--- src/rtl/core_wb_master.sv ---
// core_wb_master
// Core-side Wishbone classic master adapter. Load/store requests from the LSU
// are buffered in a small FIFO and issued one Wishbone cycle at a time. Each
// request gets exactly one response, in order. Misaligned requests are rejected
// without touching the bus. A bus timeout aborts a cycle that a slave never acks.
//
// State | Meaning
// ------+---------------------------------------------------------------
// IDLE  | no cycle in flight; launch or reject the FIFO head
// BUS   | Wishbone cycle in flight; waiting for ack or timeout
// RESP  | response presented; waiting for resp_ready_i
//
// Ports
//   clk, rst                        clock, synchronous active-high reset
//   req_valid_i/req_ready_o         request handshake (ready = FIFO not full)
//   req_we_i/addr_i/wdata_i/sel_i   request payload
//   resp_valid_o/resp_ready_i       response handshake
//   resp_rdata_o/resp_err_o         response payload
//   wbm_*                           Wishbone classic master port
//   busy_o                          requests pending or FSM active
module core_wb_master #(
  parameter int AW             = 32,
  parameter int DW             = 32,
  parameter int FIFO_DEPTH     = 2,
  parameter int TIMEOUT_CYCLES = 255
) (
  input  logic            clk,
  input  logic            rst,
  input  logic            req_valid_i,
  output logic            req_ready_o,
  input  logic            req_we_i,
  input  logic [AW-1:0]   req_addr_i,
  input  logic [DW-1:0]   req_wdata_i,
  input  logic [DW/8-1:0] req_sel_i,
  output logic            resp_valid_o,
  input  logic            resp_ready_i,
  output logic [DW-1:0]   resp_rdata_o,
  output logic            resp_err_o,
  output logic            wbm_cyc_o,
  output logic            wbm_stb_o,
  output logic            wbm_we_o,
  output logic [AW-1:0]   wbm_addr_o,
  output logic [DW-1:0]   wbm_wdata_o,
  output logic [DW/8-1:0] wbm_sel_o,
  input  logic [DW-1:0]   wbm_rdata_i,
  input  logic            wbm_ack_i,
  output logic            busy_o
);

  localparam int SW = DW / 8;
  localparam int PW = (FIFO_DEPTH > 1) ? $clog2(FIFO_DEPTH) : 1;
  localparam int CW = $clog2(FIFO_DEPTH + 1);
  localparam int TW = (TIMEOUT_CYCLES > 1) ? $clog2(TIMEOUT_CYCLES) : 1;
  localparam logic [TW-1:0] TO_LOAD = (TIMEOUT_CYCLES > 0) ? TW'(TIMEOUT_CYCLES - 1) : '0;

  typedef enum logic [1:0] {
    IDLE = 2'd0,
    BUS  = 2'd1,
    RESP = 2'd2
  } state_t;

  state_t state;

  // Request FIFO. The head stays in the FIFO while its bus cycle is in flight,
  // so the in-flight request counts against FIFO_DEPTH.
  logic          fifo_we    [FIFO_DEPTH];
  logic [AW-1:0] fifo_addr  [FIFO_DEPTH];
  logic [DW-1:0] fifo_wdata [FIFO_DEPTH];
  logic [SW-1:0] fifo_sel   [FIFO_DEPTH];

  logic [PW-1:0] wr_ptr;
  logic [PW-1:0] rd_ptr;
  logic [CW-1:0] count;
  logic          full;
  logic          empty;
  logic          push;
  logic          pop;

  logic          head_we;
  logic [AW-1:0] head_addr;
  logic [DW-1:0] head_wdata;
  logic [SW-1:0] head_sel;
  logic          misaligned;

  // Timeout as a down-counter: loaded on launch, expires at zero.
  logic [TW-1:0] to_cnt;
  logic          expired;

  assign full        = (count == CW'(FIFO_DEPTH));
  assign empty       = (count == '0);
  assign push        = req_valid_i && !full;
  assign req_ready_o = !full;
  assign busy_o      = !empty || (state != IDLE);

  assign head_we    = fifo_we[rd_ptr];
  assign head_addr  = fifo_addr[rd_ptr];
  assign head_wdata = fifo_wdata[rd_ptr];
  assign head_sel   = fifo_sel[rd_ptr];
  assign misaligned = (head_addr[1:0] != 2'b00);

  assign expired = (TIMEOUT_CYCLES != 0) && (to_cnt == '0);

  // Pop happens on completion of the head, never at launch.
  always_comb begin
    pop = 1'b0;
    case (state)
      IDLE:    pop = !empty && misaligned;
      BUS:     pop = wbm_ack_i || expired;
      default: pop = 1'b0;
    endcase
  end

  always_ff @(posedge clk) begin
    if (push) begin
      fifo_we[wr_ptr]    <= req_we_i;
      fifo_addr[wr_ptr]  <= req_addr_i;
      fifo_wdata[wr_ptr] <= req_wdata_i;
      fifo_sel[wr_ptr]   <= req_sel_i;
    end
  end

  always_ff @(posedge clk) begin
    if (rst) begin
      wr_ptr <= '0;
      rd_ptr <= '0;
      count  <= '0;
    end else begin
      if (push) wr_ptr <= wr_ptr + 1'b1;
      if (pop)  rd_ptr <= rd_ptr + 1'b1;
      case ({push, pop})
        2'b10:   count <= count + 1'b1;
        2'b01:   count <= count - 1'b1;
        default: count <= count;
      endcase
    end
  end

  always_ff @(posedge clk) begin
    if (rst) begin
      state        <= IDLE;
      to_cnt       <= '0;
      wbm_cyc_o    <= 1'b0;
      wbm_stb_o    <= 1'b0;
      wbm_we_o     <= 1'b0;
      wbm_addr_o   <= '0;
      wbm_wdata_o  <= '0;
      wbm_sel_o    <= '0;
      resp_valid_o <= 1'b0;
      resp_rdata_o <= '0;
      resp_err_o   <= 1'b0;
    end else begin
      case (state)
        IDLE: begin
          if (!empty) begin
            if (misaligned) begin
              resp_valid_o <= 1'b1;
              resp_err_o   <= 1'b1;
              resp_rdata_o <= '0;
              state        <= RESP;
            end else begin
              wbm_cyc_o   <= 1'b1;
              wbm_stb_o   <= 1'b1;
              wbm_we_o    <= head_we;
              wbm_addr_o  <= head_addr;
              wbm_wdata_o <= head_wdata;
              wbm_sel_o   <= head_sel;
              to_cnt      <= TO_LOAD;
              state       <= BUS;
            end
          end
        end
        BUS: begin
          // Ack has priority over a coincident timeout.
          if (wbm_ack_i) begin
            wbm_cyc_o    <= 1'b0;
            wbm_stb_o    <= 1'b0;
            resp_valid_o <= 1'b1;
            resp_err_o   <= 1'b0;
            resp_rdata_o <= wbm_we_o ? '0 : wbm_rdata_i;
            state        <= RESP;
          end else if (expired) begin
            wbm_cyc_o    <= 1'b0;
            wbm_stb_o    <= 1'b0;
            resp_valid_o <= 1'b1;
            resp_err_o   <= 1'b1;
            resp_rdata_o <= '0;
            state        <= RESP;
          end else if (to_cnt != '0) begin
            to_cnt <= to_cnt - 1'b1;
          end
        end
        RESP: begin
          if (resp_ready_i) begin
            resp_valid_o <= 1'b0;
            state        <= IDLE;
          end
        end
        default: state <= IDLE;
      endcase
    end
  end

endmodule

--- config.mk ---
export PLATFORM = sky130hd
export DESIGN_NAME = core_wb_master
export DESIGN_NICKNAME = d
export VERILOG_FILES = /design/src/rtl/core_wb_master.sv
export SDC_FILE = /design/constraint.sdc
export NUM_CORES = 1
export LEC_CHECK = 0
export ABC_AREA = 1
export BUFFER_PORTS_ARGS = -buffer_cell sky130_fd_sc_hd__buf_2
export CORE_MARGIN = 2
export CORE_UTILIZATION = 56
export CTS_BUF_LIST = sky130_fd_sc_hd__clkbuf_8
export DETAILED_ROUTE_END_ITERATION = 7
export PLACE_DENSITY = 0.82
export SLEW_MARGIN = 15
export SYNTH_ARGS = -nofsm -noshare
export SYNTH_HDL_FRONTEND = slang
export SYNTH_SLANG_ARGS = --single-unit
--- constraint.sdc ---
create_clock -name clk -period 4.6 [get_ports clk]
set_clock_uncertainty 0.2 [all_clocks]
set_input_delay 0.23 -clock clk [delete_from_list [all_inputs] [get_ports clk]]
set_output_delay 0.23 -clock clk [all_outputs]
set_load 0.01 [all_outputs]
---- Word level (Yosys, flattened, before mapping) ----
Memories as Yosys holds them, arrays and structs flattened. A register that Yosys moved wholly into a read port is not among the register bits.
Index checks and enable logic that the tools add are counted.
word-level totals
  register bits after elaboration ......... 81
  memory bits (writable) .................. 138
  bits of input ports ..................... 106
  output and inout bits ................... 107
  word-level logic and storage cells ...... 92
  memories kept ........................... 4
cells by class
  add/sub/neg operators ................... 5
  equality and inequality tests ........... 13
  multiplexer cells ....................... 37
  bitwise operators ....................... 2
  reductions and logical operators ........ 21
memory list
  name        depth  bits a word  read ports  clocked after Yosys merged registers in  wr ports  RTL line  RTL
  fifo_addr   2      32           1           1                                        1         67        logic [AW-1:0] fifo_addr [FIFO_DEPTH];
  fifo_wdata  2      32           1           1                                        1         68        logic [DW-1:0] fifo_wdata [FIFO_DEPTH];
  fifo_sel    2      4            1           1                                        1         69        logic [SW-1:0] fifo_sel [FIFO_DEPTH];
  fifo_we     2      1            1           1                                        1         66        logic fifo_we [FIFO_DEPTH];
operator list
  operator                                                            count
  32-bit two-way mux                                                  5
  32-bit one-hot mux with 2 select lines                              1
  8-bit two-way mux                                                   5
  8-bit one-hot mux with 2 select lines                               1
  1-bit two-way mux                                                   14
  2-bit != test, second input constant                                7
  2-bit two-way mux                                                   5
  8-bit zero test                                                     1
  4-bit AND reduction                                                 2
  2-bit nonzero test                                                  4
  8-bit nonzero test                                                  1
  8-bit by 1-bit subtractor with 8-bit output, second input constant  1
  2-bit == test, second input constant                                3
  1-bit one-hot mux with 2 select lines                               3
  2-bit one-hot mux with 3 select lines                               1
  3-bit AND reduction                                                 2
  6-bit AND reduction                                                 1
  5-bit AND reduction                                                 1
  2-bit by 1-bit == test with 1-bit output, second input constant     2
  2-bit zero test                                                     2
  2-bit one-hot mux with 2 select lines                               1
  3-bit != test, second input constant                                1
  1-bit one-hot mux with 3 select lines                               1
  3-bit nonzero test                                                  1
  7 further kinds                                                     12

---- Longest topological paths before layout ----
Gate-level depths: netlist of run 1.
  word-level depth ........................ 6
  mapped depth ............................ 13
  depth with buffers taken out ............ 13

---- Worst setup path before layout of run 1 ----
No wires, ideal clock.
  kind .................................... register -> register
  start point ............................. register count[0]
  end point ............................... memory fifo_addr[1][0], enable pin
  library setup time ...................... 0.498 ns
  arrival ................................. 3.557 ns
  data required time ...................... 3.902 ns
  slack ................................... 0.345 ns
  cell stages (with the launch flop) ...... 5
  path buffers ............................ 0
  period minus slack after synthesis ...... 4.255 ns
  path through ............................ dfxtp_1 > inv_1 > nand2_1 > nand2_1 > nor2_1
between the ends
  cells in the longest elaborated chain, start to end .. 5
RTL lines
  element                                  RTL line  RTL
  from (decl)                              73        logic [CW-1:0] count;
  from (signal assigned)                   131       2'b10: count <= count + 1'b1;
  from (signal assigned)                   132       2'b01: count <= count - 1'b1;
  from (signal assigned)                   133       default: count <= count;
  2-bit == test                            89        assign full = (count == CW'(FIFO_DEPTH));
  1-bit zero test                          -
  via req_ready_o                          30        output logic req_ready_o,
  1-bit logical AND                        91        assign push = req_valid_i && !full;
  1-bit two-way mux                        114       if (push) begin
  1-bit two-way mux (not written as such)  116       fifo_addr[wr_ptr] <= req_addr_i;
  to (decl)                                67
The timed path passes the listed nets, and every way through them passes these cells.

==> flow_summary.yaml, run 1 <==
floorplanning:
  rows: 48
  initial_core_util: 0.573
  die_w_um: 137
  dieArea_sq_um: 18800
  ioPinCount: 213
  fp.coreArea_sq_um: 17300
  dieHeight_um: 137
placed_design:
  place_area_sq_um: 11100
  dp_cells: 1366
  dp_slack_ns: 1.58
  place.gp.congestion: 0.841
  dp_hpwl_um: 13400
  port_buffers: 212
synth:
  yosys.area.top_type: "edfxtp_1"
  yosys_warnings: 0
  synth_top_cells_by_area: "edfxtp_1 42%, dfxtp_1 24%, nand2_1 9.6%"
  synth_top_area_share: 0.418
  synth-seq-cells: 257
  netlist_instances: 979
  syn_area_sq_um: 9900
  synth_seq_area_share: 0.659
  yosys.cell_types.count: 24
  syn_avg_cell_area_sq_um: 10.1
  syn_nets: 1091
min_path:
  hp-class: "input port to flip-flop"
setup_path:
  crit_type: "flip-flop to flip-flop"
  path_delay_family: "simple AND/OR/NAND/NOR gates"
  path_cells: "nor2_1 > nand2_1 > nand2_1 > a21oi_2 > buf_4 > nand3_2 > a21oi_1 > dlygate4sd3_1 > nor2_1"
  cp.buffers_inverters: 2
  worst-endpoint-required_ns: 4.82
  cp_max_fo: 35
  crit_path_max_incr_delay_ns: 0.85
  end_kind: "flip-flop"
  critical_path_arrival_ns: 3.83
  slowest_stage: "dfxtp_2"
  start_kind: "flip-flop"
power:
  powerDensity_nw_per_um2: 501
  total_power_mw: 6.63
  leakagePower_nw: 5.73
  ir_drop_mv: 0.350
layout:
  seqCellArea_sq_um: 6530
  multi_input_area_sq_um: 2900
  layout.cells.non_filler: 1578
  final_cell_mix: "253 x nand2_1, 211 x buf_2, 139 x dlygate4sd3_1"
  utilization: 0.765
  finalNetCount: 1434
  syn2layout_area_growth_pct: 33.6
  final_common_cell: "nand2_1"
  drive_gt1_frac: 0.233
  stdcell_area_sq_um: 13200
  fillers: 1081
drt:
  drt_iter0_drc: 592
  first_pass_iters: 5
  wl_per_cell_um: 16.2
  ant_nets: 0
  vias_per_cell: 5.29
  highest_layer: "met4"
  drc: 0
  drt-met1-wl_um: 9540
  routed_wl_um: 25600
  route.met2.wl_um: 13200
  vias: 8341
  wl_met3_um: 1940
timing:
  slew_violations: 0
  setup_ws_ns: 0.988
  clock.fmax_mhz: 277
  holdWs_ns: 0.211
  tightest_slew_ns: 1.03
  hold_viol: 0
  rsz0062_at_grt: "false"
  period_share: 0.785
  finalSetupTns_ns: 0
  setup_viol: 0
  maxSlewHeadroom: 0.309
  finalCriticalPeriod_ns: 3.61
cts:
  cts-buffers-inserted: 40
  cts-root-buf: "clkbuf_8"
  path_clk_slew_ns: 0.07
  clock_latency_ns: 0.53
  ctsResizeCount: 0
  clockBufferDepth: 3
  cts_max_level: 2
  cts_tree: "built"
  clock_sinks: 257
run:
  maxCapViolations: 0
grt:
  grt_max_degree: 71
  overflow: 0
  grt_pass1_vias: 8251
  grt_util_all_layers: 0.269
  grt_first_pass_wirelength_um: 39800
  antenna_found_initial: 0
run_status:
  status: "finished, final reports clean"
final timing paths:
kind                                 startpoint           endpoint  slack, ns  cells past startpoint
worst max-delay path                  flip-flop   resp_rdata_o[19]       0.99                      9
worst min-delay path            req_wdata_i[23]  fifo_wdata[0][23]       0.21                      2
worst max register to register        flip-flop   resp_rdata_o[19]       0.99                      9
worst min register to register  wbm_wdata_o[13]    wbm_wdata_o[13]       0.26                      2
cells in the mapped netlist:
cell	count
o21ai_0	8
inv_1	61
ha_1	6
or2_2	1
dfxtp_1	119
nand3b_1	1
nor2_1	56
buf_1	4
nand2_2	1
nand4_1	2
a21oi_1	114
nand3_2	3
edfxtp_1	138
nand3_1	117
nand2_1	254
clkbuf_1	29
o21ai_2	1
mux2_2	30
nor3_1	2
buf_4	1
inv_2	2
buf_2	26
o21bai_1	1
a21oi_2	2
area by class of cell:
| class | count | area share |
|---|---|---|
| Sequential cell | 257 | 0.494 |
| Tap cell | 225 | 0.0213 |
| Multi-Input combinational cell | 599 | 0.220 |
| Timing Repair Buffer | 361 | 0.192 |
| Antenna cell | 1 | 0.000189 |
| Clock inverter | 31 | 0.0127 |
| Inverter | 63 | 0.0179 |
| Clock buffer | 41 | 0.0427 |
flip-flops by register name, indices dropped and copies added (netlist names), named ones only:
register	count
fifo_addr	64
fifo_wdata	64
resp_rdata_o	32
wbm_addr_o	32
wbm_wdata_o	32
fifo_sel	8
to_cnt	8
wbm_sel_o	4
count	2
fifo_we	2
state	2
rd_ptr	1
resp_err_o	1
resp_valid_o	1
wbm_stb_o	1
wbm_we_o	1
wr_ptr	1
cell families (layout without fill, tap and decap cells):
logic type | Yosys count | after routing | synth area share
mux | 30 | 30 | 0.0341
compound gates | 126 | 126 | 0.0651
flops | 257 | 257 | 0.659
fa+ha+maj | 6 | 6 | 0.00758
buf+inv | 123 | 496 | 0.0503
simple gates | 437 | 437 | 0.184
other cells | 0 | 1 | 0
layer usage:
metal / up-vias / GRT usage
met5: - / 0
met4: 0 / 0.131
met3: 88 / 0.0596
met2: 377 / 0.482
met1: 3906 / 0.303
li1: 3970 / -
what timing repair did:
| item | CTS | global route |
|---|---|---|
| buffers inserted | 0 | 0 |
| hold buffers | 139 | 0 |
| endpoints found under the hold margin | 181 | 0 |
| setup endpoints to repair | 0 | 0 |
power by group:
part / total [mW] / switching [mW] / internal [mW] / leakage (nW)
Combinational: 1.92 / 1.26 / 0.659 / 3.01
Clock: 1.77 / 0.872 / 0.896 / 0.460
Sequential: 2.94 / 0.177 / 2.76 / 2.25
worst register-to-register path, cell delays in order, from the launching register on:
cell and delay (ns):
dfxtp_2 0.85, nor2_1 0.11, nand2_1 0.17, nand2_1 0.12, a21oi_2 0.14, buf_4 0.33, nand3_2 0.63, a21oi_1 0.33
dlygate4sd3_1 0.59, nor2_1 0.04
No activity file was read; power rests on OpenSTA's default activity.
==> inputs of run 2 (changes only) <==
- CORE_UTILIZATION: 56 -> 51
- PLACE_DENSITY: 0.82 -> 0.78
- clock period: 4.6 -> 3.05 ns (I/O delays scaled with it)
==> run 2 against run 1 <==
Compared with the run above: combinational power is 56% higher; global-route usage is 2.8 points lower; worst setup slack worse by 0.65 ns; wire length is 1.0% lower; utilization is 7.5 points lower; sequential share of layout area is 0.71 points higher; flip-flop and latch count stayed put; cell area is 1.4% lower; hold slack worse by 0.064 ns; critical path depth is 1 lower; non-clock buffer count is 30 lower.
==> flow_summary.yaml, run 2 (synthesis gave the netlist of run 1 again) <==
cts:
  cts_max_level: 2
  clock_latency_ns: 0.53
  clock_sinks: 257
  cts_setup_buffers: 0
  cts-buffers-inserted: 41
  path_clk_slew_ns: 0.06
  cts_tree: "built"
  clockBufferDepth: 3
  cts-root-buf: "clkbuf_8"
grt:
  grt_util_all_layers: 0.241
  grt_first_pass_wirelength_um: 39000
  grt.busiest_layer: "met2"
  grt_pass1_vias: 8057
  use_met1: 0.269
  met2_usage: 0.447
  overflow: 0
  grt_max_degree: 71
  grt_use_met3: 0.0460
  antenna_found_initial: 1
floorplanning:
  fp.coreArea_sq_um: 18900
  die_w_um: 143
  initial_core_util: 0.524
  dieArea_sq_um: 20500
  dieHeight_um: 143
  ioPinCount: 213
  rows: 50
layout:
  drive_gt1_frac: 0.243
  final_common_cell: "nand2_1"
  top_regs: "fifo_addr: 64 flops, fifo_wdata: 64 flops"
  syn2layout_area_growth_pct: 31.7
  final_cell_mix: "253 x nand2_1, 211 x buf_2, 138 x edfxtp_1"
  utilization: 0.690
  stdcell_area_sq_um: 13000
  finalNetCount: 1405
placed_design:
  place.gp.congestion: 0.844
  port_buffers: 212
  place_area_sq_um: 11200
  dp_hpwl_um: 13900
run:
  maxCapViolations: 0
timing:
  tightest_slew_ns: 0.926
  slew_violations: 0
  rsz0062_at_grt: "false"
  setup_viol: 0
  holdWs_ns: 0.148
  hold_viol: 0
  period_share: 0.888
  clock.fmax_mhz: 369
  maxSlewHeadroom: 0.382
  finalCriticalPeriod_ns: 2.71
  finalSetupTns_ns: 0
power:
  total_power_mw: 10.1
  powerDensity_nw_per_um2: 772
  ir_drop_mv: 0.498
  leakagePower_nw: 5.53
setup_path:
  end_kind: "flip-flop"
  crit_type: "flip-flop to flip-flop"
  start_kind: "flip-flop"
  cp_max_fo: 35
  worst-endpoint-required_ns: 3.26
  critical_path_arrival_ns: 2.92
drt:
  routed_wl_um: 25400
  first_pass_iters: 5
  drc: 0
  vias_per_cell: 5.13
  vias: 8125
  ant_nets: 0
  drt_iter0_drc: 404
  wl_per_cell_um: 16.0
run_status:
  status: "finished, final reports clean"
min_path:
  hp-class: "input port to flip-flop"
[run 2: cell types whose count changed in the layout (fill, tap and decap cells not counted)]
cell           previous run  this run
nand3_2                   3         2
dlygate4sd3_1           139       107
inv_8                     2         0
clkinvlp_4                0         1
inv_1                    83        78
bufinv_16                 1         0
clkbuf_8                 41        49
clkinv_4                  1         0
clkinv_1                  1         2
nand3_4                   0         1
buf_12                    1         3
[run 2: layout make-up]
type | instances | area (sq um)
Clock inverter | 24 | 98.8
Inverter | 63 | 236
Multi-Input combinational cell | 599 | 2910
Fill cell | 1393 | 5850
Sequential cell | 257 | 6530
Antenna cell | 1 | 2.50
Clock buffer | 49 | 674
Timing Repair Buffer | 331 | 2260
Tap cell | 260 | 325
[run 2: critical path, stage by stage, from the launching register on]
cell	delay, ns
dfxtp_1	0.31
inv_1	0.09
ha_1	0.46
nor2_1	0.12
a21oi_2	0.20
nand3_4	0.34
a21oi_1	0.25
dlygate4sd3_1	0.58
nor2_1	0.04
[run 2: timing repair]
action / 4_1_cts / 5_1_grt
resized for setup: 0 / 1
hold buffers: 107 / 0
endpoints found under the hold margin: 220 / 0
endpoints found under the setup margin: 0 / 2
[run 2: power by group]
| part | internal, mW | switching [mW] | total, mW |
|---|---|---|---|
| Combinational | 0.997 | 1.99 | 2.99 |
| Sequential | 4.16 | 0.187 | 4.35 |
| Clock | 1.45 | 1.28 | 2.73 |
| Total | 6.61 | 3.46 | 10.1 |
[run 2: layer usage]
| metal | part of all wire | up-vias |
|---|---|---|
| met4 | 0.028 | 0 |
| met3 | 0.058 | 56 |
| met5 | 0 | - |
| met2 | 0.53 | 306 |
| li1 | - | 3920 |
| met1 | 0.39 | 3843 |
[run 2: per-stage QoR]
step / std cells / setup slack, ns
floorplan: 979 / -0.0537
global placement: 1403 / 0.710
detailed placement: 1403 / 0.661
CTS: 1583 / 0.121
global route: 1584 / 0.142
finish: 1584 / 0.343
[run 2: final timing paths]
path | startpoint | to | slack [ns] | cells past startpoint
worst max-delay path | state[1] | resp_rdata_o[19] | 0.34 | 8
worst min-delay path | req_addr_i[12] | fifo_addr[0][12] | 0.15 | 2
worst min register to register | wbm_addr_o[7] | wbm_addr_o[7] | 0.26 | 2
worst max register to register | state[1] | resp_rdata_o[19] | 0.34 | 8
